[src/rtl/pb_cmd_arbiter_if.sv]
// Command-stream bundle between the push-button arbiter (master) and its consumer (slave).
// Carries the raw button pins plus the valid/ready command channel and the overrun flag.
interface pb_cmd_arbiter_if #(
  parameter int NUM_PB = 4
) ();
  localparam int IDW = $clog2(NUM_PB);

  logic [NUM_PB-1:0] PB;
  logic              cmd_rdy;
  logic              cmd_vld;
  logic [IDW-1:0]    cmd_id;
  logic              cmd_long;
  logic              overrun;

  modport master (
    input  PB,
    input  cmd_rdy,
    output cmd_vld,
    output cmd_id,
    output cmd_long,
    output overrun
  );

  modport slave (
    output PB,
    output cmd_rdy,
    input  cmd_vld,
    input  cmd_id,
    input  cmd_long,
    input  overrun
  );
endinterface

[src/rtl/pb_cmd_arbiter.sv]
// Push-button front end: sync + debounce per button, short/long release classification,
// one pending event per button, round-robin arbitration onto a valid/ready command stream.
module pb_cmd_arbiter #(
  parameter int NUM_PB       = 4,
  parameter int DEBOUNCE_CYC = 16,
  parameter int LONG_CYC     = 1024
) (
  input  logic               clk,
  input  logic               rst_n,
  pb_cmd_arbiter_if.master   cmd_if
);
  localparam int IDW = $clog2(NUM_PB);
  localparam int IW1 = IDW + 1;
  localparam int DBW = $clog2(DEBOUNCE_CYC + 1);
  localparam int PCW = $clog2(LONG_CYC + 1);
  localparam logic [DBW-1:0] DBC_MAX = DBW'(DEBOUNCE_CYC);
  localparam logic [PCW-1:0] PC_MAX  = PCW'(LONG_CYC);
  localparam logic [IW1-1:0] NUM_W   = IW1'(NUM_PB);
  localparam logic [IDW-1:0] LAST_ID = IDW'(NUM_PB - 1);

  typedef enum logic [0:0] {
    ST_IDLE  = 1'b0,
    ST_OFFER = 1'b1
  } state_e;

  logic [NUM_PB-1:0]          sync1_q, sync2_q;
  logic [NUM_PB-1:0]          db_q, db_d;
  logic [NUM_PB-1:0][DBW-1:0] dbc_q, dbc_d;
  logic [NUM_PB-1:0][PCW-1:0] press_cnt_q, press_cnt_d;
  logic [NUM_PB-1:0]          rel_q, rise_s;
  logic [NUM_PB-1:0]          pending_q, pending_d;
  logic [NUM_PB-1:0]          plong_q, plong_d;
  logic [NUM_PB-1:0]          keep_s, ovr_s, grant_s;
  state_e                     state_q, state_d;
  logic [IDW-1:0]             rr_ptr_q, rr_ptr_d;
  logic                       cmd_vld_q, cmd_vld_d;
  logic [IDW-1:0]             cmd_id_q, cmd_id_d;
  logic                       cmd_long_q, cmd_long_d;
  logic                       overrun_q, overrun_d;
  logic                       found_s;
  logic [IDW-1:0]             sel_s;
  logic [IW1-1:0]             idx_s;

  // Debounce: a level change is accepted only after it has persisted through the full
  // mismatch count; the press timer restarts on every accepted press.
  always_comb begin
    db_d        = db_q;
    dbc_d       = dbc_q;
    press_cnt_d = press_cnt_q;
    rise_s      = '0;
    for (int i = 0; i < NUM_PB; i++) begin
      if (sync2_q[i] != db_q[i]) begin
        if (dbc_q[i] == DBC_MAX) begin
          db_d[i]  = sync2_q[i];
          dbc_d[i] = '0;
        end else begin
          dbc_d[i] = dbc_q[i] + DBW'(1'b1);
        end
      end else begin
        dbc_d[i] = '0;
      end
      if (db_q[i] && !db_d[i]) begin
        press_cnt_d[i] = '0;
      end else if (!db_q[i] && (press_cnt_q[i] != PC_MAX)) begin
        press_cnt_d[i] = press_cnt_q[i] + PCW'(1'b1);
      end else begin
        press_cnt_d[i] = press_cnt_q[i];
      end
      rise_s[i] = !db_q[i] && db_d[i];
    end
  end

  // Event capture: a grant in the same cycle frees the slot, so a new release is stored.
  always_comb begin
    keep_s    = pending_q & ~grant_s;
    ovr_s     = rel_q & keep_s;
    pending_d = keep_s | rel_q;
    plong_d   = plong_q;
    for (int i = 0; i < NUM_PB; i++) begin
      if (rel_q[i] && !keep_s[i]) begin
        plong_d[i] = (press_cnt_q[i] >= PC_MAX);
      end else begin
        plong_d[i] = plong_q[i];
      end
    end
    overrun_d = |ovr_s;
  end

  // Round-robin search starting at rr_ptr.
  always_comb begin
    found_s = 1'b0;
    sel_s   = '0;
    idx_s   = '0;
    for (int k = 0; k < NUM_PB; k++) begin
      idx_s = {1'b0, rr_ptr_q} + IW1'(k);
      if (idx_s >= NUM_W) begin
        idx_s = idx_s - NUM_W;
      end else begin
        idx_s = idx_s;
      end
      if (!found_s && pending_q[idx_s[IDW-1:0]]) begin
        found_s = 1'b1;
        sel_s   = idx_s[IDW-1:0];
      end else begin
        found_s = found_s;
      end
    end
  end

  // Arbiter FSM next state and command outputs.
  always_comb begin
    state_d    = state_q;
    cmd_vld_d  = cmd_vld_q;
    cmd_id_d   = cmd_id_q;
    cmd_long_d = cmd_long_q;
    rr_ptr_d   = rr_ptr_q;
    grant_s    = '0;
    case (state_q)
      ST_IDLE: begin
        if (found_s) begin
          grant_s[sel_s] = 1'b1;
          cmd_id_d       = sel_s;
          cmd_long_d     = plong_q[sel_s];
          cmd_vld_d      = 1'b1;
          state_d        = ST_OFFER;
        end else begin
          state_d = ST_IDLE;
        end
      end
      ST_OFFER: begin
        if (cmd_if.cmd_rdy) begin
          cmd_vld_d = 1'b0;
          state_d   = ST_IDLE;
          if (cmd_id_q == LAST_ID) begin
            rr_ptr_d = '0;
          end else begin
            rr_ptr_d = cmd_id_q + IDW'(1'b1);
          end
        end else begin
          state_d = ST_OFFER;
        end
      end
      default: begin
        state_d   = ST_IDLE;
        cmd_vld_d = 1'b0;
      end
    endcase
  end

  // State registers; sync and debounced levels idle high.
  always_ff @(posedge clk or negedge rst_n) begin
    if (!rst_n) begin
      sync1_q     <= '1;
      sync2_q     <= '1;
      db_q        <= '1;
      dbc_q       <= '0;
      press_cnt_q <= '0;
      rel_q       <= '0;
      pending_q   <= '0;
      plong_q     <= '0;
      state_q     <= ST_IDLE;
      rr_ptr_q    <= '0;
      cmd_vld_q   <= 1'b0;
      cmd_id_q    <= '0;
      cmd_long_q  <= 1'b0;
      overrun_q   <= 1'b0;
    end else begin
      sync1_q     <= cmd_if.PB;
      sync2_q     <= sync1_q;
      db_q        <= db_d;
      dbc_q       <= dbc_d;
      press_cnt_q <= press_cnt_d;
      rel_q       <= rise_s;
      pending_q   <= pending_d;
      plong_q     <= plong_d;
      state_q     <= state_d;
      rr_ptr_q    <= rr_ptr_d;
      cmd_vld_q   <= cmd_vld_d;
      cmd_id_q    <= cmd_id_d;
      cmd_long_q  <= cmd_long_d;
      overrun_q   <= overrun_d;
    end
  end

  assign cmd_if.cmd_vld  = cmd_vld_q;
  assign cmd_if.cmd_id   = cmd_id_q;
  assign cmd_if.cmd_long = cmd_long_q;
  assign cmd_if.overrun  = overrun_q;
endmodule

[src/flat_wrapper.sv]
// flat-port wrapper written by rule: the top's interface ports become plain ports
module pb_cmd_arbiter_flat 
#(
  parameter int NUM_PB       = 4,
  parameter int DEBOUNCE_CYC = 16,
  parameter int LONG_CYC     = 1024
)
  (clk, rst_n, cmd_if_PB, cmd_if_cmd_rdy, cmd_if_cmd_vld, cmd_if_cmd_id, cmd_if_cmd_long, cmd_if_overrun);
  pb_cmd_arbiter_if #(.NUM_PB(NUM_PB)) cmd_if_i ();
  input  logic clk;
  input  logic rst_n;
  input wire logic [$bits(cmd_if_i.PB)-1:0] cmd_if_PB;
  input wire logic [$bits(cmd_if_i.cmd_rdy)-1:0] cmd_if_cmd_rdy;
  output wire logic [$bits(cmd_if_i.cmd_vld)-1:0] cmd_if_cmd_vld;
  output wire logic [$bits(cmd_if_i.cmd_id)-1:0] cmd_if_cmd_id;
  output wire logic [$bits(cmd_if_i.cmd_long)-1:0] cmd_if_cmd_long;
  output wire logic [$bits(cmd_if_i.overrun)-1:0] cmd_if_overrun;
  assign cmd_if_i.PB = cmd_if_PB;
  assign cmd_if_i.cmd_rdy = cmd_if_cmd_rdy;
  assign cmd_if_cmd_vld = cmd_if_i.cmd_vld;
  assign cmd_if_cmd_id = cmd_if_i.cmd_id;
  assign cmd_if_cmd_long = cmd_if_i.cmd_long;
  assign cmd_if_overrun = cmd_if_i.overrun;
  pb_cmd_arbiter #(.NUM_PB(NUM_PB), .DEBOUNCE_CYC(DEBOUNCE_CYC), .LONG_CYC(LONG_CYC)) u_core (.clk(clk), .rst_n(rst_n), .cmd_if(cmd_if_i));
endmodule
[config.mk]
export PLATFORM = sky130hd
export DESIGN_NAME = pb_cmd_arbiter_flat
export DESIGN_NICKNAME = d
export VERILOG_FILES = /design/src/rtl/pb_cmd_arbiter_if.sv /design/src/rtl/pb_cmd_arbiter.sv /design/src/flat_wrapper.sv
export SDC_FILE = /design/constraint.sdc
export NUM_CORES = 1
export LEC_CHECK = 0
export ABC_CLOCK_PERIOD_IN_PS = 1660
export CAP_MARGIN = 40
export CORE_MARGIN = 3
export CORE_UTILIZATION = 40
export DETAILED_ROUTE_END_ITERATION = 6
export HOLD_SLACK_MARGIN = 0.1
export PLACE_DENSITY_LB_ADDON = 0.3
export SKIP_LAST_GASP = 1
export SYNTH_ARGS = -nofsm -noshare
export SYNTH_HDL_FRONTEND = slang
export SYNTH_SLANG_ARGS = --single-unit
[constraint.sdc]
create_clock -name clk -period 1.66 [get_ports clk]
set_input_delay 0.332 -clock clk [delete_from_list [all_inputs] [get_ports clk]]
set_output_delay 0.332 -clock clk [all_outputs]
set_load 0.05 [all_outputs]
==> results of run 1 <==
-- cell usage after synthesis, types with 2 or more instances --
| master | instances | area [sq um] |
|---|---|---|
| sky130_fd_sc_hd__dfrtp_1 | 84 | 2100 |
| sky130_fd_sc_hd__nor2_1 | 57 | 214 |
| sky130_fd_sc_hd__xor2_1 | 36 | 315 |
| sky130_fd_sc_hd__nand2_1 | 33 | 124 |
| sky130_fd_sc_hd__inv_1 | 22 | 82.6 |
| sky130_fd_sc_hd__nand3_1 | 20 | 100 |
| sky130_fd_sc_hd__ha_1 | 17 | 213 |
| sky130_fd_sc_hd__a21oi_1 | 13 | 65.1 |
| sky130_fd_sc_hd__dfstp_2 | 12 | 315 |
| sky130_fd_sc_hd__xnor2_1 | 12 | 105 |
| sky130_fd_sc_hd__nand4_1 | 10 | 62.6 |
| sky130_fd_sc_hd__o21ai_0 | 10 | 50.1 |
| sky130_fd_sc_hd__and3_1 | 9 | 56.3 |
| sky130_fd_sc_hd__nor3b_1 | 9 | 67.6 |
| sky130_fd_sc_hd__mux2_2 | 8 | 90.1 |
| sky130_fd_sc_hd__nor4_1 | 8 | 50.1 |
| sky130_fd_sc_hd__and2_1 | 7 | 43.8 |
| sky130_fd_sc_hd__or3_1 | 6 | 37.5 |
| sky130_fd_sc_hd__clkbuf_1 | 4 | 15.0 |
| sky130_fd_sc_hd__nand2b_1 | 4 | 25.0 |
| sky130_fd_sc_hd__o31ai_1 | 4 | 30.0 |
| sky130_fd_sc_hd__a41oi_1 | 3 | 26.3 |
| sky130_fd_sc_hd__and4_1 | 2 | 17.5 |
| sky130_fd_sc_hd__mux2_4 | 2 | 30.0 |
| sky130_fd_sc_hd__mux2i_1 | 2 | 20.0 |
| sky130_fd_sc_hd__nor3_1 | 2 | 10.0 |
| sky130_fd_sc_hd__o31ai_2 | 2 | 25.0 |
| sky130_fd_sc_hd__or2b_1 | 2 | 15.0 |
-- sequential cells by signal (all words and copies together) (netlist names), 2 cells and up --
name and count:
u_core.pending_q 4, u_core.dbc_q 20, u_core.cmd_if.cmd_id 2, u_core.sync1_q 4
u_core.sync2_q 4, u_core.plong_q 4, u_core.db_q 4, u_core.press_cnt_q 44
u_core.rel_q 4, u_core.rr_ptr_q 2
-- layout by cell type, fill, tap and decap left out, types with 9 or more instances in the layout --
| cell type | netlist | final |
|---|---|---|
| sky130_fd_sc_hd__a21oi_1 | 13 | 11 |
| sky130_fd_sc_hd__xnor2_1 | 12 | 12 |
| sky130_fd_sc_hd__nand4_1 | 10 | 10 |
| sky130_fd_sc_hd__inv_1 | 22 | 20 |
| sky130_fd_sc_hd__dfstp_2 | 12 | 12 |
| sky130_fd_sc_hd__buf_4 | 0 | 44 |
| sky130_fd_sc_hd__nor2_1 | 57 | 57 |
| sky130_fd_sc_hd__o21ai_0 | 10 | 10 |
| sky130_fd_sc_hd__nand3_1 | 20 | 20 |
| sky130_fd_sc_hd__xor2_1 | 36 | 36 |
| sky130_fd_sc_hd__dfrtp_1 | 84 | 79 |
| sky130_fd_sc_hd__ha_1 | 17 | 17 |
| sky130_fd_sc_hd__nor3b_1 | 9 | 9 |
| sky130_fd_sc_hd__nand2_1 | 33 | 33 |
| sky130_fd_sc_hd__clkbuf_8 | 0 | 9 |
-- power groups by stage --
stage	combinational (uW)	clock, uW	sequential, uW
after floorplan	478	0	2890
after global placement	822	0	2890
after detailed placement	844	0	2910
after CTS	860	1590	2860
after global routing	1050	1670	2960
final	926	1520	2910
-- kinds of logic (layout without fill, tap and decap cells) --
family | count (synthesis) | in the layout
XOR/XNOR | 48 | 48
flip-flops | 96 | 96
AND/OR/NAND/NOR | 173 | 173
AO/OA/AOI/OAI | 43 | 43
buffers and inverters | 27 | 91
adder cells (fa/ha/maj) | 17 | 17
multiplexers | 12 | 12
-- worst max path at each step --
stage                                               from                              end  slack, ns  depth (start not counted)
final                     u_core.rr_ptr_q[0]$_DFFE_PN0P_  u_core.cmd_if.overrun$_DFF_PN0_      -0.22                          6
after global routing       u_core.pending_q[1]$_DFF_PN0_  u_core.cmd_if.overrun$_DFF_PN0_      -0.24                          6
after CTS                 u_core.rr_ptr_q[0]$_DFFE_PN0P_    u_core.plong_q[3]$_DFFE_PN0P_      -0.19                          6
after detailed placement  u_core.rr_ptr_q[1]$_DFFE_PN0P_    u_core.plong_q[2]$_DFFE_PN0P_      -0.20                          5
after global placement    u_core.rr_ptr_q[0]$_DFFE_PN0P_  u_core.cmd_if.overrun$_DFF_PN0_      -0.11                          6
after floorplan            u_core.pending_q[2]$_DFF_PN0_    u_core.plong_q[1]$_DFFE_PN0P_      -0.06                          6
-- cell type report --
| class | instances | area (sq um) | area share |
|---|---|---|---|
| Multi-Input combinational cell | 293 | 2080 | 0.386 |
| Sequential cell | 96 | 2420 | 0.449 |
| Clock buffer | 10 | 128 | 0.0236 |
| Timing Repair Buffer | 53 | 442 | 0.0818 |
| Clock inverter | 6 | 68.8 | 0.0128 |
| Tap cell | 136 | 170 | 0.0315 |
| Inverter | 22 | 82.6 | 0.0153 |
-- routing by layer --
layer | share of wire | routed length, um
met5 | 0 | 0
met2 | 0.49 | 3910
met3 | 0.028 | 224
met4 | 0.016 | 128
met1 | 0.46 | 3670
-- per-stage QoR --
stage	std cells	utilization	total power (uW)	setup slack (ns)
floorplan	416	-	3370	-0.0581
global placement	593	0.471	3710	-0.110
detailed placement	593	0.471	3750	-0.197
CTS	613	0.495	5310	-0.195
global route	616	0.509	5680	-0.244
finish	616	0.509	5350	-0.216
-- what timing repair did --
| item | 4_1_cts | 5_1_grt |
|---|---|---|
| hold buffers | 1 | 0 |
| endpoints found under the setup margin | 12 | 27 |
| resized for setup | 7 | 28 |
| pin swaps | 3 | 12 |
| setup buffers | 3 | 3 |
| endpoints found under the hold margin | 15 | 0 |
-- worst reg2reg max path: cells and delay by family (launching register included) --
kind	cells	cell delay, ns
AND/OR/NAND/NOR	2	0.37
AO/OA/AOI/OAI	4	0.93
flip-flops	1	0.46
==> flow_summary.html, run 1 <==
<table>
<tr><th>Metric</th><th>Value</th></tr>
<tr><th colspan="2">Setup path</th></tr>
<tr><td>Cell-by-cell trace of the critical path</td><td>nand2b_4 -&gt; and2b_2 -&gt; o32a_1 -&gt; o311ai_1 -&gt; a21oi_1 -&gt; a221o_1</td></tr>
<tr><td>Endpoint arrival time on the critical path</td><td>2.12 ns</td></tr>
<tr><td>Slowest-stage cell, CP</td><td>sky130_fd_sc_hd__dfrtp_2</td></tr>
<tr><td>Minimum setup slack among reg-to-reg paths</td><td>-0.22 ns</td></tr>
<tr><td>Critical Path Fanout Max</td><td>5</td></tr>
<tr><td>Crit path required time</td><td>1.91 ns</td></tr>
<tr><td>CP delay by family, top</td><td>compound AO/OA/AOI/OAI gates</td></tr>
<tr><td>Critical Path Max Stage Delay</td><td>about 0.46 ns</td></tr>
<tr><td>Crit path capture type</td><td>flip-flop</td></tr>
<tr><td>Startpoint of the lowest-slack register-to-register path</td><td>u_core.rr_ptr_q[0]$_DFFE_PN0P_</td></tr>
<tr><td>Worst setup path class</td><td>flip-flop to flip-flop</td></tr>
<tr><td>R2r endpoint</td><td>u_core.cmd_if.overrun$_DFF_PN0_</td></tr>
<tr><td>FF-to-FF path depth</td><td>6</td></tr>
<tr><td>Nature of the critical path startpoint</td><td>flip-flop</td></tr>
<tr><td>Critical path buffers and inverters</td><td>0</td></tr>
<tr><th colspan="2">Yosys</th></tr>
<tr><td>Avg Synthesized Cell Area</td><td>10.7 sq um</td></tr>
<tr><td>Number of instances in the synthesized netlist</td><td>416</td></tr>
<tr><td>Synthesis-stage register bit count</td><td>96</td></tr>
<tr><td>Main synth FF type</td><td>sky130_fd_sc_hd__dfrtp_1</td></tr>
<tr><td>Warnings, synthesis</td><td>0</td></tr>
<tr><td>Sequential fraction of the synthesis area</td><td>0.542</td></tr>
<tr><td>Simple-gate area share of the yosys netlist</td><td>0.193</td></tr>
<tr><td>Parity-gate share of the synthesized area counting xor and xnor cells</td><td>0.0942</td></tr>
<tr><td>Synth Area in Compound Gates</td><td>0.0676</td></tr>
<tr><td>Proportion of synthesized area in mux cells</td><td>0.0314</td></tr>
<tr><td>Share of synthesized flip-flops with an asynchronous set or reset</td><td>1.00</td></tr>
<tr><td>Synthesized netlist net count</td><td>440</td></tr>
<tr><td>Combinational family with the most area after synthesis</td><td>simple AND/OR/NAND/NOR gates</td></tr>
<tr><td>Adder-cell share of the synthesized area</td><td>0.0477</td></tr>
<tr><td>Number of enable flip-flop cells after synthesis</td><td>0</td></tr>
<tr><td>Count of unique library cells instantiated by Yosys</td><td>44</td></tr>
<tr><td>Cell area after synthesis</td><td>approximately 4500 sq um</td></tr>
<tr><th colspan="2">Status</th></tr>
<tr><td>Failing checks</td><td>setup timing</td></tr>
<tr><td>Status</td><td>complete, but fails checks</td></tr>
<tr><th colspan="2">Global routing</th></tr>
<tr><td>First-pass GRT wire length</td><td>13.9 mm</td></tr>
<tr><td>Antenna violations before repair</td><td>0</td></tr>
<tr><td>Met1 usage in global routing</td><td>0.163</td></tr>
<tr><td>GRT busiest layer</td><td>met2</td></tr>
<tr><td>Largest net degree at the start of global routing</td><td>34</td></tr>
<tr><td>M3 GR Usage</td><td>0.0364</td></tr>
<tr><td>Total grt overflow</td><td>0</td></tr>
<tr><td>Via count of the first global-routing pass</td><td>3186</td></tr>
<tr><td>GRT Overall Usage</td><td>0.134</td></tr>
<tr><td>Routing usage on met2</td><td>0.230</td></tr>
<tr><th colspan="2">Finish</th></tr>
<tr><td>Finished layout cell area</td><td>approximately 5400 sq um</td></tr>
<tr><td>Final net count</td><td>499</td></tr>
<tr><td>Area growth syn-to-layout</td><td>21.0%</td></tr>
<tr><td>Final antenna diode count</td><td>0</td></tr>
<tr><td># fillers</td><td>974</td></tr>
<tr><td>Fraction of final layout cells sized beyond drive strength 1</td><td>0.244</td></tr>
<tr><th colspan="2">Min path</th></tr>
<tr><td>Min-Delay Startpoint</td><td>u_core.sync1_q[2]$_DFF_PN1_</td></tr>
<tr><td>Hold/Removal Path Class</td><td>flip-flop to flip-flop</td></tr>
<tr><td>Hold-critical path depth</td><td>0</td></tr>
<tr><td>Endpoint of the worst hold path</td><td>u_core.sync2_q[2]$_DFF_PN1_</td></tr>
<tr><th colspan="2">Floorplan</th></tr>
<tr><td>Overall die width</td><td>112 um</td></tr>
<tr><td>Ports</td><td>12</td></tr>
<tr><td>Die H</td><td>between 100 and 150 um</td></tr>
<tr><td>Area of the core</td><td>~11000 sq um</td></tr>
<tr><td>Initial Utilization</td><td>0.421</td></tr>
<tr><td>Area of the die</td><td>12500 sq um</td></tr>
<tr><td>Number of placement rows</td><td>37</td></tr>
<tr><th colspan="2">STA</th></tr>
<tr><td>Final setup violation count</td><td>7</td></tr>
<tr><td>RSZ-0062 raised after global routing</td><td>true</td></tr>
<tr><td>Relative slew slack</td><td>0.641</td></tr>
<tr><td>Worst path setup slack after routing</td><td>-0.216 ns</td></tr>
<tr><td>Sum of negative setup slack</td><td>-0.981 ns</td></tr>
<tr><td>Transition time at the pin with the least slew margin</td><td>~0.54 ns</td></tr>
<tr><td>Pins Over Slew Limit</td><td>0</td></tr>
<tr><td>Maximum clock rate</td><td>533 MHz</td></tr>
<tr><td>Worst hold slack</td><td>0.357 ns</td></tr>
<tr><td>Final setup skew</td><td>~0.012 ns</td></tr>
<tr><td>Number of endpoints with negative hold slack in the final report</td><td>0</td></tr>
<tr><td>Post-layout min period</td><td>1.88 ns</td></tr>
<tr><td>Final critical-path share of the clock period</td><td>1.13</td></tr>
<tr><th colspan="2">Flow run</th></tr>
<tr><td>Max-cap check violation count</td><td>0</td></tr>
<tr><th colspan="2">Clock tree</th></tr>
<tr><td>Number of buffers created by CTS</td><td>9</td></tr>
<tr><td>Clock latency on the worst-skew pair</td><td>between 0.3 and 0.4 ns</td></tr>
<tr><td>CTS HTree Levels</td><td>3</td></tr>
<tr><td>Clk slew on worst S/H paths</td><td>0.10 ns</td></tr>
<tr><td>Root Driver</td><td>sky130_fd_sc_hd__clkbuf_8</td></tr>
<tr><td>Sinks on Clock Net</td><td>96</td></tr>
<tr><td>CTS tree</td><td>done</td></tr>
<tr><td>CTS Buffer Depth</td><td>2</td></tr>
<tr><th colspan="2">Pwr</th></tr>
<tr><td>Sw frac</td><td>0.291</td></tr>
<tr><td>Net switching power of the design</td><td>1560 uW</td></tr>
<tr><td>Total power divided by cell area</td><td>992 nW/um^2</td></tr>
<tr><td>Leakage power figure</td><td>0.00246 uW</td></tr>
<tr><td>Int Power</td><td>3790 uW</td></tr>
<tr><td>Power share of the sequential group</td><td>0.543</td></tr>
<tr><td>Part of the total power dissipated in combinational logic</td><td>0.173</td></tr>
<tr><td>Largest voltage drop on the vdd net</td><td>495 uV</td></tr>
<tr><td>Share of total power in the clock network</td><td>0.284</td></tr>
<tr><th colspan="2">Routing</th></tr>
<tr><td>DRT antenna net count</td><td>0</td></tr>
<tr><td>Number of violations reported at the end of detailed-routing iteration 0</td><td>157</td></tr>
<tr><td>Routed WL per cell</td><td>12.9 um</td></tr>
<tr><td>DR DRC count</td><td>0</td></tr>
<tr><td>Via count</td><td>between 3000 and 4000</td></tr>
<tr><td>First-pass iteration count of the detailed router</td><td>5</td></tr>
<tr><td>Via count normalized by instance count</td><td>5.04</td></tr>
<tr><td>Post-Route WL</td><td>just under 8 mm</td></tr>
<tr><th colspan="2">Place</th></tr>
<tr><td>Instance area after placement</td><td>4990 sq um</td></tr>
<tr><td>Final RePlAce weighted congestion</td><td>0.774</td></tr>
<tr><td>Buffers on Ports</td><td>11</td></tr>
<tr><td>Hpwl dp</td><td>between 5 and 6 mm</td></tr>
</table>
No activity file was read; power rests on OpenSTA's default activity.
==> inputs of run 2 (changes only) <==
Settings changed: CTS_BUF_LIST from default to sky130_fd_sc_hd__clkbuf_2 sky130_fd_sc_hd__clkbuf_4 sky130_fd_sc_hd__clkbuf_8, SKIP_LAST_GASP 1 to default.
==> flow_summary.html, run 2 (same netlist as run 1, synthesis figures left out) <==
<table>
<tr><th>Metric</th><th>Value</th></tr>
<tr><th colspan="2">Setup path</th></tr>
<tr><td>Cell-by-cell trace of the critical path</td><td>nand2b_4 -&gt; and2b_2 -&gt; o32a_1 -&gt; o311ai_1 -&gt; a21oi_1 -&gt; a221o_1 (unchanged)</td></tr>
<tr><td>Endpoint arrival time on the critical path</td><td>2.12 ns (about the same)</td></tr>
<tr><td>Nature of the critical path startpoint</td><td>flip-flop (unchanged)</td></tr>
<tr><td>Slowest-stage cell, CP</td><td>sky130_fd_sc_hd__dfrtp_2 (unchanged)</td></tr>
<tr><td>Crit path capture type</td><td>flip-flop (unchanged)</td></tr>
<tr><td>Critical Path Fanout Max</td><td>5 (unchanged)</td></tr>
<tr><td>Critical Path Max Stage Delay</td><td>0.46 ns (about the same)</td></tr>
<tr><td>Crit path required time</td><td>1.91 ns (about the same)</td></tr>
<tr><td>Worst setup path class</td><td>flip-flop to flip-flop (unchanged)</td></tr>
<tr><th colspan="2">Finish</th></tr>
<tr><td>Fraction of final layout cells sized beyond drive strength 1</td><td>0.254 (was 0.244)</td></tr>
<tr><td>Most common cell after layout, fill and taps aside</td><td>sky130_fd_sc_hd__dfrtp_1 (unchanged)</td></tr>
<tr><td>Area growth syn-to-layout</td><td>21.4% (was 21.0%)</td></tr>
<tr><td>Max FFs per register</td><td>44 (unchanged)</td></tr>
<tr><td>Post-layout utilization of the core</td><td>0.511 (was 0.509)</td></tr>
<tr><td>Largest registers ranked by flip-flop count</td><td>u_core.press_cnt_q (44), u_core.dbc_q (20) (unchanged)</td></tr>
<tr><td>Largest register by flop count</td><td>u_core.press_cnt_q (unchanged)</td></tr>
<tr><td>Final antenna diode count</td><td>0 (unchanged)</td></tr>
<tr><td>Most frequent cells in the layout</td><td>79 x sky130_fd_sc_hd__dfrtp_1, 57 x sky130_fd_sc_hd__nor2_1, 44 x sky130_fd_sc_hd__buf_4, 35 x sky130_fd_sc_hd__xor2_1, 33 x sky130_fd_sc_hd__nand2_1 (was 79 x sky130_fd_sc_hd__dfrtp_1, 57 x sky130_fd_sc_hd__nor2_1, 44 x sky130_fd_sc_hd__buf_4, 36 x sky130_fd_sc_hd__xor2_1, 33 x sky130_fd_sc_hd__nand2_1)</td></tr>
<tr><td>Final net count</td><td>499 (unchanged)</td></tr>
<tr><th colspan="2">Clock tree</th></tr>
<tr><td>Number of buffers created by CTS</td><td>9 (unchanged)</td></tr>
<tr><td>CTS tree</td><td>done (unchanged)</td></tr>
<tr><td>CTS HTree Levels</td><td>3 (unchanged)</td></tr>
<tr><td>Root Driver</td><td>sky130_fd_sc_hd__clkbuf_8 (unchanged)</td></tr>
<tr><td>Sinks on Clock Net</td><td>96 (unchanged)</td></tr>
<tr><td>CTS Buffer Depth</td><td>2 (unchanged)</td></tr>
<tr><td>Clock latency on the worst-skew pair</td><td>0.36 ns (about the same)</td></tr>
<tr><td>Clk slew on worst S/H paths</td><td>0.10 ns (about the same)</td></tr>
<tr><th colspan="2">Place</th></tr>
<tr><td>Final RePlAce weighted congestion</td><td>0.774 (unchanged)</td></tr>
<tr><td>Hpwl dp</td><td>5.39 mm (unchanged)</td></tr>
<tr><td>Buffers on Ports</td><td>11 (unchanged)</td></tr>
<tr><th colspan="2">Min path</th></tr>
<tr><td>Hold/Removal Path Class</td><td>flip-flop to flip-flop (unchanged)</td></tr>
<tr><th colspan="2">Global routing</th></tr>
<tr><td>Total grt overflow</td><td>0 (unchanged)</td></tr>
<tr><td>Antenna violations before repair</td><td>0 (unchanged)</td></tr>
<tr><td>Via count of the first global-routing pass</td><td>3179 (was 3186)</td></tr>
<tr><td>Largest net degree at the start of global routing</td><td>34 (unchanged)</td></tr>
<tr><td>GRT Overall Usage</td><td>0.134 (about the same)</td></tr>
<tr><td>First-pass GRT wire length</td><td>13.9 mm (about the same)</td></tr>
<tr><th colspan="2">STA</th></tr>
<tr><td>Transition time at the pin with the least slew margin</td><td>0.538 ns (unchanged)</td></tr>
<tr><td>Worst hold slack</td><td>0.356 ns (was 0.357 ns)</td></tr>
<tr><td>Final critical-path share of the clock period</td><td>1.13 (unchanged)</td></tr>
<tr><td>Maximum clock rate</td><td>533 MHz (unchanged)</td></tr>
<tr><td>RSZ-0062 raised after global routing</td><td>true (unchanged)</td></tr>
<tr><td>Pins Over Slew Limit</td><td>0 (unchanged)</td></tr>
<tr><td>Post-layout min period</td><td>1.88 ns (unchanged)</td></tr>
<tr><td>Relative slew slack</td><td>0.641 (unchanged)</td></tr>
<tr><td>Worst path setup slack after routing</td><td>-0.216 ns (unchanged)</td></tr>
<tr><td>Final setup violation count</td><td>7 (unchanged)</td></tr>
<tr><td>Number of endpoints with negative hold slack in the final report</td><td>0 (unchanged)</td></tr>
<tr><td>Final setup skew</td><td>0.0135 ns (was 0.0118 ns)</td></tr>
<tr><th colspan="2">Routing</th></tr>
<tr><td>First-pass iteration count of the detailed router</td><td>5 (unchanged)</td></tr>
<tr><td>Routed WL per cell</td><td>13.0 um (was 12.9 um)</td></tr>
<tr><td>Via count</td><td>3094 (was 3103)</td></tr>
<tr><td>Post-Route WL</td><td>7.99 mm (was 7.93 mm)</td></tr>
<tr><td>Number of violations reported at the end of detailed-routing iteration 0</td><td>163 (was 157)</td></tr>
<tr><td>DR DRC count</td><td>0 (unchanged)</td></tr>
<tr><td>Via count normalized by instance count</td><td>5.02 (was 5.04)</td></tr>
<tr><td>DRT antenna net count</td><td>0 (unchanged)</td></tr>
<tr><th colspan="2">Floorplan</th></tr>
<tr><td>Initial Utilization</td><td>0.421 (unchanged)</td></tr>
<tr><td>Area of the core</td><td>10600 sq um (unchanged)</td></tr>
<tr><td>Die H</td><td>112 um (unchanged)</td></tr>
<tr><td>Ports</td><td>12 (unchanged)</td></tr>
<tr><td>Overall die width</td><td>112 um (unchanged)</td></tr>
<tr><td>Number of placement rows</td><td>37 (unchanged)</td></tr>
<tr><td>Area of the die</td><td>12500 sq um (unchanged)</td></tr>
<tr><th colspan="2">Pwr</th></tr>
<tr><td>Leakage power figure</td><td>0.00246 uW (about the same)</td></tr>
<tr><td>Total power divided by cell area</td><td>994 nW/um^2 (was 992 nW/um^2)</td></tr>
<tr><td>Overall power of the completed layout</td><td>5380 uW (was 5350 uW)</td></tr>
<tr><td>Largest voltage drop on the vdd net</td><td>495 uV (about the same)</td></tr>
<tr><th colspan="2">Flow run</th></tr>
<tr><td>Max-cap check violation count</td><td>0 (unchanged)</td></tr>
<tr><th colspan="2">Status</th></tr>
<tr><td>Status</td><td>complete, but fails checks (unchanged)</td></tr>
<tr><td>Failing checks</td><td>setup timing (unchanged)</td></tr>
</table>
[run 2: stage by stage]
step                      instance area, sq um  std cells  TNS, ns  setup WS (ns)
after detailed placement                  4990        593    -1.06         -0.197
after floorplan                           4470        416   -0.213        -0.0581
after global placement                    4990        593   -0.575         -0.110
after CTS                                 5250        613    -1.12         -0.195
final                                     5420        616   -0.983         -0.216
after global routing                      5420        616    -1.63         -0.244
[run 2: power breakdown]
part	internal [uW]	switching, uW	leakage, uW
Combinational	481	453	0.00115
Clock	718	821	0.0000886
Sequential	2610	294	0.00122
[run 2: area by class of cell]
cell class	instances	area, sq um
clock buffers	10	131
repair buffers	53	442
well taps	136	170
fillers	971	5180
multi-input cells	293	2100
clock inverters	6	68.8
flip-flops and latches	96	2420
inverters	22	82.6
[run 2: timing repair]
action / CTS / global route
endpoints found under the setup margin: 12 / 27
hold buffers: 1 / 0
resized for setup: 7 / 32
setup buffers: 3 / 3
pin swaps: 3 / 11
endpoints found under the hold margin: 15 / 0
[run 2: final timing paths]
kind	from	end	slack [ns]	depth (start not counted)
max	u_core.rr_ptr_q[0]$_DFFE_PN0P_	u_core.cmd_if.overrun$_DFF_PN0_	-0.22	6
min	u_core.sync1_q[2]$_DFF_PN1_	u_core.sync2_q[2]$_DFF_PN1_	0.36	0
max reg2reg	u_core.rr_ptr_q[0]$_DFFE_PN0P_	u_core.cmd_if.overrun$_DFF_PN0_	-0.22	6
min reg2reg	u_core.sync1_q[2]$_DFF_PN1_	u_core.sync2_q[2]$_DFF_PN1_	0.36	0
max in group asynchronous	rst_n	u_core.pending_q[3]$_DFF_PN0_	0.73	3
min in group asynchronous	rst_n	u_core.press_cnt_q[29]$_DFFE_PN0P_	0.37	2
[run 2: worst max-delay path, delay by kind of cell (launching register included)]
| family | cells | cell delay (ns) |
|---|---|---|
| compound gates | 4 | 0.93 |
| simple gates | 2 | 0.37 |
| flops | 1 | 0.46 |
[run 2: layer usage]
layer	GRT usage	vias to the layer above	part of all wire
met3	0.0364	15	0.027
met2	0.231	25	0.49
li1	-	1544	-
met4	0.0422	0	0.016
met5	0	-	0
met1	0.162	1510	0.46
==> inputs of run 3 (changes only) <==
Settings changed: CAP_MARGIN 40 to default.
==> results of run 3 <==
Final layout, timing and power as in run 2 (identical DEF).
